**config.mk**
```make
export PLATFORM = sky130hd
export DESIGN_NAME = uart_rx_fifo
export DESIGN_NICKNAME = d
export VERILOG_FILES = /design/src/rtl/uart_rx_fifo.sv
export SDC_FILE = /design/constraint.sdc
export NUM_CORES = 1
export LEC_CHECK = 0
export CORE_UTILIZATION = 25
export DETAILED_ROUTE_END_ITERATION = 16
export HOLD_SLACK_MARGIN = 0.03
export MAX_ROUTING_LAYER = met4
export SETUP_SLACK_MARGIN = 0.5
export SYNTH_ARGS = -nofsm -noshare
export SYNTH_HDL_FRONTEND = slang
export SYNTH_SLANG_ARGS = --single-unit
```
**constraint.sdc**
```tcl
create_clock -name clk -period 3.75 [get_ports clk]
set_input_delay 0.5625 -clock clk [delete_from_list [all_inputs] [get_ports clk]]
set_output_delay 0.5625 -clock clk [all_outputs]
set_load 0.01 [all_outputs]
```
**src/rtl/uart_rx_fifo.sv**
```systemverilog
// Receive-side byte FIFO between the UART frame decoder and the CPU read path.
// Stores {ferr, byte} per entry and presents a registered 32-bit read word with status flags.
module uart_rx_fifo #(
    parameter int DEPTH    = 16,
    parameter int AW       = 4,
    parameter int AF_LEVEL = 12
) (
    input  logic          clk,
    input  logic          rst,
    input  logic          wr_en,
    input  logic [7:0]    wr_data,
    input  logic          wr_ferr,
    input  logic          rd_en,
    input  logic          clr_flags,
    input  logic          irq_en,
    output logic [31:0]   rd_data,
    output logic [AW:0]   count,
    output logic          empty,
    output logic          full,
    output logic          almost_full,
    output logic          overrun,
    output logic          underflow,
    output logic          irq
);

    localparam logic [AW:0]   DEPTH_CNT = (AW+1)'(DEPTH);
    localparam logic [AW:0]   AF_CNT    = (AW+1)'(AF_LEVEL);
    localparam logic [AW:0]   CNT_ONE   = (AW+1)'(1);
    localparam logic [AW-1:0] PTR_ONE   = AW'(1);

    logic [8:0]    mem [DEPTH];
    logic [AW-1:0] wr_ptr;
    logic [AW-1:0] rd_ptr;
    logic [AW:0]   count_next;
    logic          push_ok;
    logic          pop_ok;
    logic          push_drop;
    logic          pop_under;

    assign empty       = (count == '0);
    assign full        = (count == DEPTH_CNT);
    assign almost_full = (count >= AF_CNT);

    // A pop on the same edge frees the slot, so a full FIFO still accepts the push.
    assign push_ok   = wr_en & (~full | rd_en);
    assign pop_ok    = rd_en & ~empty;
    assign push_drop = wr_en & full & ~rd_en;
    assign pop_under = rd_en & empty;

    // NOTE: every variable assigned in always_comb gets a default first so no latch is inferred.
    always_comb begin
        count_next = count;
        unique case ({push_ok, pop_ok})
            2'b10:   count_next = count + CNT_ONE;
            2'b01:   count_next = count - CNT_ONE;
            default: count_next = count;
        endcase
    end

    // NOTE: storage is deliberately left out of reset; only pointers and count define validity.
    always_ff @(posedge clk) begin
        if (push_ok) begin
            mem[wr_ptr] <= {wr_ferr, wr_data};
        end
    end

    // NOTE: sequential state uses non-blocking assignments so all registers update together.
    always_ff @(posedge clk or posedge rst) begin
        if (rst) begin
            wr_ptr    <= '0;
            rd_ptr    <= '0;
            count     <= '0;
            rd_data   <= '0;
            overrun   <= 1'b0;
            underflow <= 1'b0;
            irq       <= 1'b0;
        end else begin
            count <= count_next;
            irq   <= irq_en & (count_next != '0);

            if (push_ok) begin
                wr_ptr <= wr_ptr + PTR_ONE;
            end

            if (pop_ok) begin
                rd_ptr  <= rd_ptr + PTR_ONE;
                rd_data <= {22'b0, 1'b1, mem[rd_ptr]};
            end else if (pop_under) begin
                rd_data <= '0;
            end

            // Setting a sticky flag takes priority over clearing it in the same cycle.
            if (push_drop) begin
                overrun <= 1'b1;
            end else if (clr_flags) begin
                overrun <= 1'b0;
            end

            if (pop_under) begin
                underflow <= 1'b1;
            end else if (clr_flags) begin
                underflow <= 1'b0;
            end
        end
    end

endmodule

```
==> results, run 1 <==
- The width of the chip is 169 µm.
- The DRC marker count from the first detailed-route iteration is about 270.
- The first-pass detailed-route iteration total is 4.
- The number of hold violations in the final report came to 0.
- The post-synthesis instance total is 363.
- The CTS tree is done.
- The power density of the placed cells is around 740 nW/µm².
- Of the total power, combinational logic draws ~28%.
- The total half-perimeter wirelength after legalization and detailed placement is 8.84 mm.
- The proportion of synthesized chip area in sequential cells is 71.1%.
- Setup repair after global routing left no endpoint under its margin.
- Once layout is complete, the utilization of the core stands at between 30% and 40%.
- The maximum number of buffers from clock root to sink is 2.
- The critical path class is flop to flop.
- Compared with the post-synthesis result, the final layout area differs by 20.2%.
- The signal on the critical path passes through nor4_4 > nand2_1 > o21a_1 > inv_2 > ha_4 > xor2_2 > ha_2 > a21oi_1 > or3b_1 > a31oi_2 > xor2_1 > o41a_1.
- The sum of routed wire length over all layers is 14.1 mm.
- Derived from the worst setup path, the maximum achievable clock frequency is around 320 MHz.
- In the final layout, the share of cells above drive strength 1 is 22.3%.
- Summed over all failing endpoints, the final setup total negative slack is 0 ns.
- The number of flip-flops and latches in the synthesized netlist is 170.
- The via-per-instance ratio is 4.21.
- The number of enable flip-flop cells after synthesis is 144.
- The final weighted congestion in routability-driven placement is 0.734.
- Ranked by total cell area, the synthesized netlist is headed by sky130_fd_sc_hd__edfxtp_1, sky130_fd_sc_hd__mux4_2, sky130_fd_sc_hd__dfrtp_1.
- The clock drives 170 sinks.
- The proportion of total power due to net switching is roughly 29%.
- CTS placed an instance of sky130_fd_sc_hd__clkbuf_16 at the clock tree root.
- The async set-or-reset flop fraction in the synthesized netlist is 15.3%.
- The total congestion overflow is 0.
- The worst register-to-register path begins at count[3].
- Dividing the detail-routed wire length by the instance count gives 17.7 µm.
- Hold is met by 0.481 ns.
- The number of global-route vias before repair is 3,472.
- The total count of max-transition violations in the final report is 0.
- The number of library cell types mapped by synthesis is 42.
- The maximum number of pins on one net before global-route repair is 29.
- Leaving out fill and tap cells, the most frequent cell in the layout is sky130_fd_sc_hd__edfxtp_1.
- The analysis attributes to net switching a power of 1830 µW.
- Global routing used around 11% of the available tracks.
- The post-synthesis cell type with the largest combined area is sky130_fd_sc_hd__edfxtp_1.
- The vertical extent of the die is 169 µm.
- The mean area per synthesized cell is between 15 and 20 µm².
- The actual slew at the worst max-slew pin is 1.02 ns.
- The clock transition time at the flip-flop clock pins of the worst setup and hold paths is 0.07 ns.
- The initial utilization of the core area, before any placement, comes to 25.7%.
- Summing over every cut layer, the via total after detailed routing is roughly 3,400.
- The first-pass GRT wire length is 21.4 mm.
- The number of buffers inserted during clock tree synthesis is 17.
- Counting I/O delays and the setup requirement, the final critical path takes 3.16 ns.
- The share of total power dissipated in sequential elements is ~42%.
- The clock network accounts for a little over 30% of the total power.
- In this run the tightest slew margin relative to its limit is 32.2%.
- The cell with the largest stage delay on the worst path is sky130_fd_sc_hd__dfrtp_2.
- The maximum level of the CTS H-tree is 4.
- The insertion delay to the later sink of the worst-skew pair is around 0.43 ns.
- The floorplan has 60 rows.
- The kind of start point of the critical path is a flop.
- The count of nets left with antenna violations after detail routing is 0.
- The share of synthesized area in the top cell type comes to about 62%.
- The maximum single-stage delay on the critical path is between 0.4 and 0.5 ns.
- The path class of the lowest-slack min-delay path is flop to flop.
- The total inserted antenna cells is 0.
- In the layout the commonest cells are sky130_fd_sc_hd__edfxtp_1, sky130_fd_sc_hd__mux4_2, sky130_fd_sc_hd__clkdlybuf4s50_1.
- The internal portion of the total power is ~4400 µW.
- The total of warnings raised by yosys is 0.
- The peak fanout along the critical path is 8.
- The startpoint of the tightest hold check path is rd_data[9].
- After floorplanning, the core was sized to cover 27,200 µm².
- The count of buffers added on input and output ports is 35.
- The number of endpoints failing setup at the final stage is 0.
- The leakage power figure is 0.00283 µW.
- The number of remaining DRC errors is 0.
- The data arrival time of the critical path is 3.46 ns.
- The flow ran to the end, and the final reports show no timing, DRC or antenna violations.
- The most frequently used flop master after synthesis is sky130_fd_sc_hd__edfxtp_1.
- 58 I/O pins were placed.
- STA classifies the critical path endpoint as a flop.
- The required time at the endpoint of the critical path is 4.05 ns.
- After layout, the worst path uses 84.2% of the clock period.
- The launching instance or port of the critical path is count[3].
- The total number of nets in the final design is 436.
- The die covers 28,600 µm².
- The initial antenna violation count came to 0.
- The largest vdd supply drop is 0.000333 V.
- The synthesized area is 6990 µm².
- The final worst clock skew is 0.00865 ns.
- The max-capacitance violation count is 0.
registers in the layout, summed over array words and instances (netlist names):
signal,cells
count,5
irq,1
mem,144
overrun,1
rd_data,10
rd_ptr,4
underflow,1
wr_ptr,4
power by group through the flow:
stage | Combinational, µW | Sequential [µW] | Clock, µW
final | 1720 | 2630 | 1890
after global routing | 1880 | 2680 | 1990
after CTS | 1710 | 2640 | 1920
after detailed placement | 1690 | 2680 | 0
after global placement | 1650 | 2650 | 0
after floorplan | 1260 | 2530 | 0
metal layers:
layer | part of all wire, % | routed length [µm] | vias to the layer above | GRT usage (%)
met2 | 47 | 6680 | 113 | 15.7
li1 | - | - | 1482 | -
met1 | 44 | 6190 | 1744 | 13.7
met4 | 2.6 | 366 | 0 | 4.74
met5 | 0 | 0 | - | -
met3 | 6.3 | 885 | 23 | 3.40
cells by family (layout without fill, tap and decap cells):
| logic type | Yosys count | count (layout) | synth area share [%] |
|---|---|---|---|
| AOI/OAI and AO/OA | 24 | 24 | 2.09 |
| xor gates and xnor gates | 12 | 12 | 1.50 |
| adders and majority gates | 8 | 8 | 1.43 |
| buffers and inverters | 54 | 96 | 4.72 |
| DFF | 170 | 170 | 71.1 |
| muxes | 47 | 47 | 15.2 |
| other | 1 | 22 | 0.0536 |
| and+or+nand+nor | 47 | 47 | 3.81 |
cells in the mapped netlist, types with 2 or more instances:
library cell                 n
sky130_fd_sc_hd__inv_1      16
sky130_fd_sc_hd__mux2_2      2
sky130_fd_sc_hd__a211oi_1    2
sky130_fd_sc_hd__nor2b_1     2
sky130_fd_sc_hd__nand4_1     2
sky130_fd_sc_hd__xnor2_1     7
sky130_fd_sc_hd__mux4_1      8
sky130_fd_sc_hd__o21a_1      2
sky130_fd_sc_hd__clkbuf_1    5
sky130_fd_sc_hd__ha_1        8
sky130_fd_sc_hd__a21oi_1     4
sky130_fd_sc_hd__nor3b_1     2
sky130_fd_sc_hd__buf_12      2
sky130_fd_sc_hd__edfxtp_1  144
sky130_fd_sc_hd__nand2_1    14
sky130_fd_sc_hd__and2_1     16
sky130_fd_sc_hd__xor2_1      5
sky130_fd_sc_hd__o21ai_1    10
sky130_fd_sc_hd__dfrtp_1    26
sky130_fd_sc_hd__mux4_2     37
sky130_fd_sc_hd__buf_1       3
sky130_fd_sc_hd__buf_4      22
sky130_fd_sc_hd__nor4_1      2
sky130_fd_sc_hd__buf_2       4
worst max-delay path, delay by kind of cell (launching register included):
kind / cells / cell delay, ns
compound gates: 4 / 0.90
xor+xnor: 2 / 0.28
fa+ha+maj: 2 / 0.43
buf+inv: 1 / 0.12
flops: 1 / 0.48
simple gates: 3 / 0.82
final timing paths:
check	endpoint	slack [ns]	depth (start not counted)
setup reg to reg	irq	0.59	12
hold / removal	rd_data[9]	0.48	1
hold reg to reg	rd_data[9]	0.48	1
setup / recovery	irq	0.59	12
min in group asynchronous	rd_data[9]	0.69	2
max in group asynchronous	count[2]	2.37	2
cell type report:
| class | instances | area (µm²) |
|---|---|---|
| Clock inverter | 15 | 214 |
| Clock buffer | 17 | 425 |
| Timing Repair Buffer | 47 | 440 |
| Inverter | 17 | 63.8 |
| Fill cell | 2643 | 18800 |
| Multi-Input combinational cell | 160 | 1820 |
| Sequential cell | 170 | 4980 |
| Tap cell | 372 | 465 |
what timing repair did:
item                                    CTS  global route
endpoints found under the setup margin    1             1
gates cloned                              0             0
pin swaps                                 0             0
hold buffers                              0             0
setup buffers                             0             6
gates resized for setup                   5             4
per-stage QoR:
stage,instance area (µm²),worst slack [ns],cells,power (µW)
final,8410,0.592,798,6240
after global routing,8410,0.500,798,6550
after CTS,8340,0.508,792,6270
after detailed placement,7680,0.258,760,4370
after global placement,7680,0.473,760,4300
after floorplan,7090,0.509,384,3790
Power figures use the tool's default switching activity.
==> inputs of run 2 (changes only) <==
==> constraint.sdc (replaced) <==
create_clock -name clk -period 3.12 [get_ports clk]
set_input_delay 0.468 -clock clk [delete_from_list [all_inputs] [get_ports clk]]
set_output_delay 0.468 -clock clk [all_outputs]
set_load 0.01 [all_outputs]
==> run 2 against run 1 <==
Net effect: sequential share of layout area fell by 0.69 points; global-route usage rose by 0.13 points; final area rose by 1.1%; non-clock buffer count rose by 15; worst setup slack lost 0.21 ns; clock skew decreased by 0.0014 ns; critical endpoint unchanged; largest cell class unchanged.
==> results, run 2 (same netlist as run 1, synthesis figures left out) <==
- The first-pass detailed-route iteration total is 4 (unchanged).
- The cell with the largest stage delay on the worst path is sky130_fd_sc_hd__dfrtp_2 (unchanged).
- The clock transition time at the flip-flop clock pins of the worst setup and hold paths is 0.06 ns (was 0.07 ns).
- The max-capacitance violation count is 0 (unchanged).
- The count of nets left with antenna violations after detail routing is 0 (unchanged).
- The number of remaining DRC errors came to 0 (unchanged).
- The cts-stage hold buffer count came to 0 (unchanged).
- The clock net sink count is 170 (unchanged).
- The most frequent cell on the critical path is sky130_fd_sc_hd__nor2b_4.
- The proportion of total power due to net switching is 29.3% (about the same).
- The final worst clock skew is 0.00728 ns (was 0.00865 ns).
- The number of global-route vias before repair is 3,562 (was 3,472).
- The total of fill cells in the finished design is 2,656 (was 2,643).
- The routed length per instance came to 17.3 µm (was 17.7 µm).
- The via-per-instance ratio was 4.22 (was 4.21).
- The number of port buffers is 35 (unchanged).
- The number of buffers inserted during clock tree synthesis is 17 (unchanged).
- The total number of nets in the final design came to 451 (was 436).
- The maximum level of the CTS H-tree is 4 (unchanged).
- The initial antenna violation count is 0 (unchanged).
- Top flop regs: mem (144), rd_data (10), count (5) (unchanged).
- The final worst setup slack was 0.386 ns (was 0.592 ns).
- The kind of start point of the critical path is a flop (unchanged).
- The actual slew at the worst max-slew pin was 1.00 ns (was 1.02 ns).
- The total half-perimeter wirelength after legalization and detailed placement came to 8.93 mm (was 8.84 mm).
- The total count of max-transition violations in the final report is 0 (unchanged).
- The CTS tree is done (unchanged).
- Crit-path cells: nor4_4 > nor2b_4 > nor2b_4 > buf_4 > ha_1 > mux2_2 > or2_2 > o41a_1 (was nor4_4 > nand2_1 > o21a_1 > inv_2 > ha_4 > xor2_2 > ha_2 > a21oi_1 > or3b_1 > a31oi_2 > xor2_1 > o41a_1).
- The relative contribution of sequential cells to total power is 41.7% (was 42.2%).
- The maximum single-stage delay on the critical path was 0.42 ns (was 0.48 ns).
- The placed instance area was 7840 µm² (was 7680 µm²).
- Result of the run: complete, no violations (unchanged).
- The vertical extent of the die is 169 µm (unchanged).
- The sum of routed wire length over all layers is 14.1 mm (about the same).
- The insertion delay to the later sink of the worst-skew pair is 0.43 ns (about the same).
- The width of the chip is 169 µm (unchanged).
- The data arrival time of the critical path is 3.04 ns (was 3.46 ns).
- Setup repair after global routing missed its margin: yes (was no).
- The number of buffer and inverter instances along the worst setup path was 1 (unchanged).
- The core region area is 27,200 µm² (unchanged).
- The cell row count is 60 (unchanged).
- The number of hold violations in the final report is 0 (unchanged).
- The path class of the lowest-slack min-delay path is flop to flop (unchanged).
- The sequential cell area in the final layout is 4980 µm² (about the same).
- The proportion of layout cells with a drive suffix above 1 is 24.5% (was 22.3%).
- The total track usage is 10.9% (was 10.8%).
- The initial core utilization is 25.7% (unchanged).
- The cell at the root of the clock tree is sky130_fd_sc_hd__clkbuf_16 (unchanged).
- The first-pass GRT wire length is 21.8 mm (was 21.4 mm).
- The minimum clock period is 2.73 ns (was 3.16 ns).
- The required time at the endpoint of the critical path came to 3.43 ns (was 4.05 ns).
- The critical path class is flop to flop (unchanged).
- The final design area excluding fillers is 8500 µm² (was 8410 µm²).
- The number of endpoints failing setup at the final stage is 0 (unchanged).
- The category of the worst setup path capture point is a flop (unchanged).
- The period utilization is 87.6% (was 84.2%).
- The leakage power figure came to 0.00291 µW (was 0.00283 µW).
- The timing-limited maximum frequency is 366 MHz (was 317 MHz).
- Top library cells by usage in the layout, fill and taps aside: sky130_fd_sc_hd__edfxtp_1, sky130_fd_sc_hd__mux4_2, sky130_fd_sc_hd__clkdlybuf4s50_1 (unchanged).
- The maximum number of pins on one net before global-route repair came to 40 (was 29).
- The register with the most flip-flops is mem (unchanged).
- The number of placed I/O pins came to 58 (unchanged).
- The area overhead of the layout relative to synthesis is 21.6% (was 20.2%).
- The family with the most delay on the worst path is simple AND/OR/NAND/NOR gates (was compound AO/OA/AOI/OAI gates).
- The post-route setup TNS is 0 ns (unchanged).
- The die footprint is 28,600 µm² (unchanged).
- The power density of the placed cells came to 876 nW/µm² (was 742 nW/µm²).
- The combinational power share is 29.6% (was 27.6%).
- The number of placed cells counting well taps was 774 (was 760).
- The net switching power of the design is 2190 µW (was 1830 µW).
- The count of placed standard cells in the final layout, fillers left out is 813 (was 798).
- The worst slew margin relative to its limit is 33.2% (was 32.2%).
- The leading cell type in the layout, fill and taps excluded was sky130_fd_sc_hd__edfxtp_1 (unchanged).
- The final weighted congestion in routability-driven placement is 0.772 (was 0.734).
- The flip-flop count of the largest register after layout came to 144 (unchanged).
- The DRC marker count from the first detailed-route iteration is 274 (was 267).
- The area taken by multi-input logic gates came to 1810 µm² (was 1820 µm²).
- The minimum setup slack after placement is 0.104 ns (was 0.258 ns).
- The total inserted antenna cells is 0 (unchanged).
- The total internal power is 5270 µW (was 4410 µW).
- The peak fanout along the critical path came to 14 (was 8).
- The total congestion overflow is 0 (unchanged).
- The number of vias after detailed routing came to 3,427 (was 3,362).
- The maximum number of buffers from clock root to sink was 2 (unchanged).
- The portion of total power attributed to the clock network is 28.6% (was 30.2%).
- The largest vdd supply drop is 0.000406 V (was 0.000333 V).
-- run 2: cell count changes in the layout (fill, tap and decap cells not counted), moves of 2 or more --
cell                       delta
sky130_fd_sc_hd__inv_8        -3
sky130_fd_sc_hd__buf_12       +2
sky130_fd_sc_hd__clkinv_4     +3
sky130_fd_sc_hd__buf_4       +13
-- run 2: power groups by stage --
stage | logic (µW) | registers (µW) | clock network (µW)
CTS | 2230 | 3130 | 2170
finish | 2210 | 3110 | 2130
floorplan | 1550 | 3040 | 0
detailed placement | 2150 | 3190 | 0
global placement | 2100 | 3170 | 0
global route | 2390 | 3170 | 2270
-- run 2: repair_timing --
action / CTS / global route
endpoints found under the setup margin: 2 / 2
pin swaps: 3 / 1
gates resized for setup: 3 / 0
setup buffers: 7 / 0
-- run 2: metal layers --
metal	vias up	track usage [%]	routed length, µm
met5	-	-	0
met3	14	3.01	974
li1	1514	-	-
met1	1783	13.5	6030
met4	0	3.53	187
met2	116	17.2	6880
-- run 2: layout make-up --
class	count	area share, %
well taps	372	5.47
multi-input cells	160	21.3
inverters	17	0.780
flip-flops and latches	170	58.5
clock inverters	15	2.07
clock buffers	17	5.00
repair buffers	62	6.80
-- run 2: final timing paths --
path	startpoint	slack, ns	to	depth (start not counted)
worst max-delay path	count[3]	0.39	irq	8
worst min-delay path	rd_data[9]	0.48	rd_data[9]	1
worst max register to register	count[3]	0.39	irq	8
worst min register to register	rd_data[9]	0.48	rd_data[9]	1
max in group asynchronous	rst	1.86	count[2]	2
min in group asynchronous	rst	0.59	wr_ptr[0]	2
-- run 2: metrics by stage --
stage | utilization [%] | power [µW] | hold slack, ns
finish | 31.3 | 7450 | 0.479
global placement | 28.9 | 5270 | 0.466
CTS | 31.3 | 7530 | 0.485
floorplan | - | 4590 | 0.493
detailed placement | 28.9 | 5350 | 0.470
global route | 31.3 | 7820 | 0.524
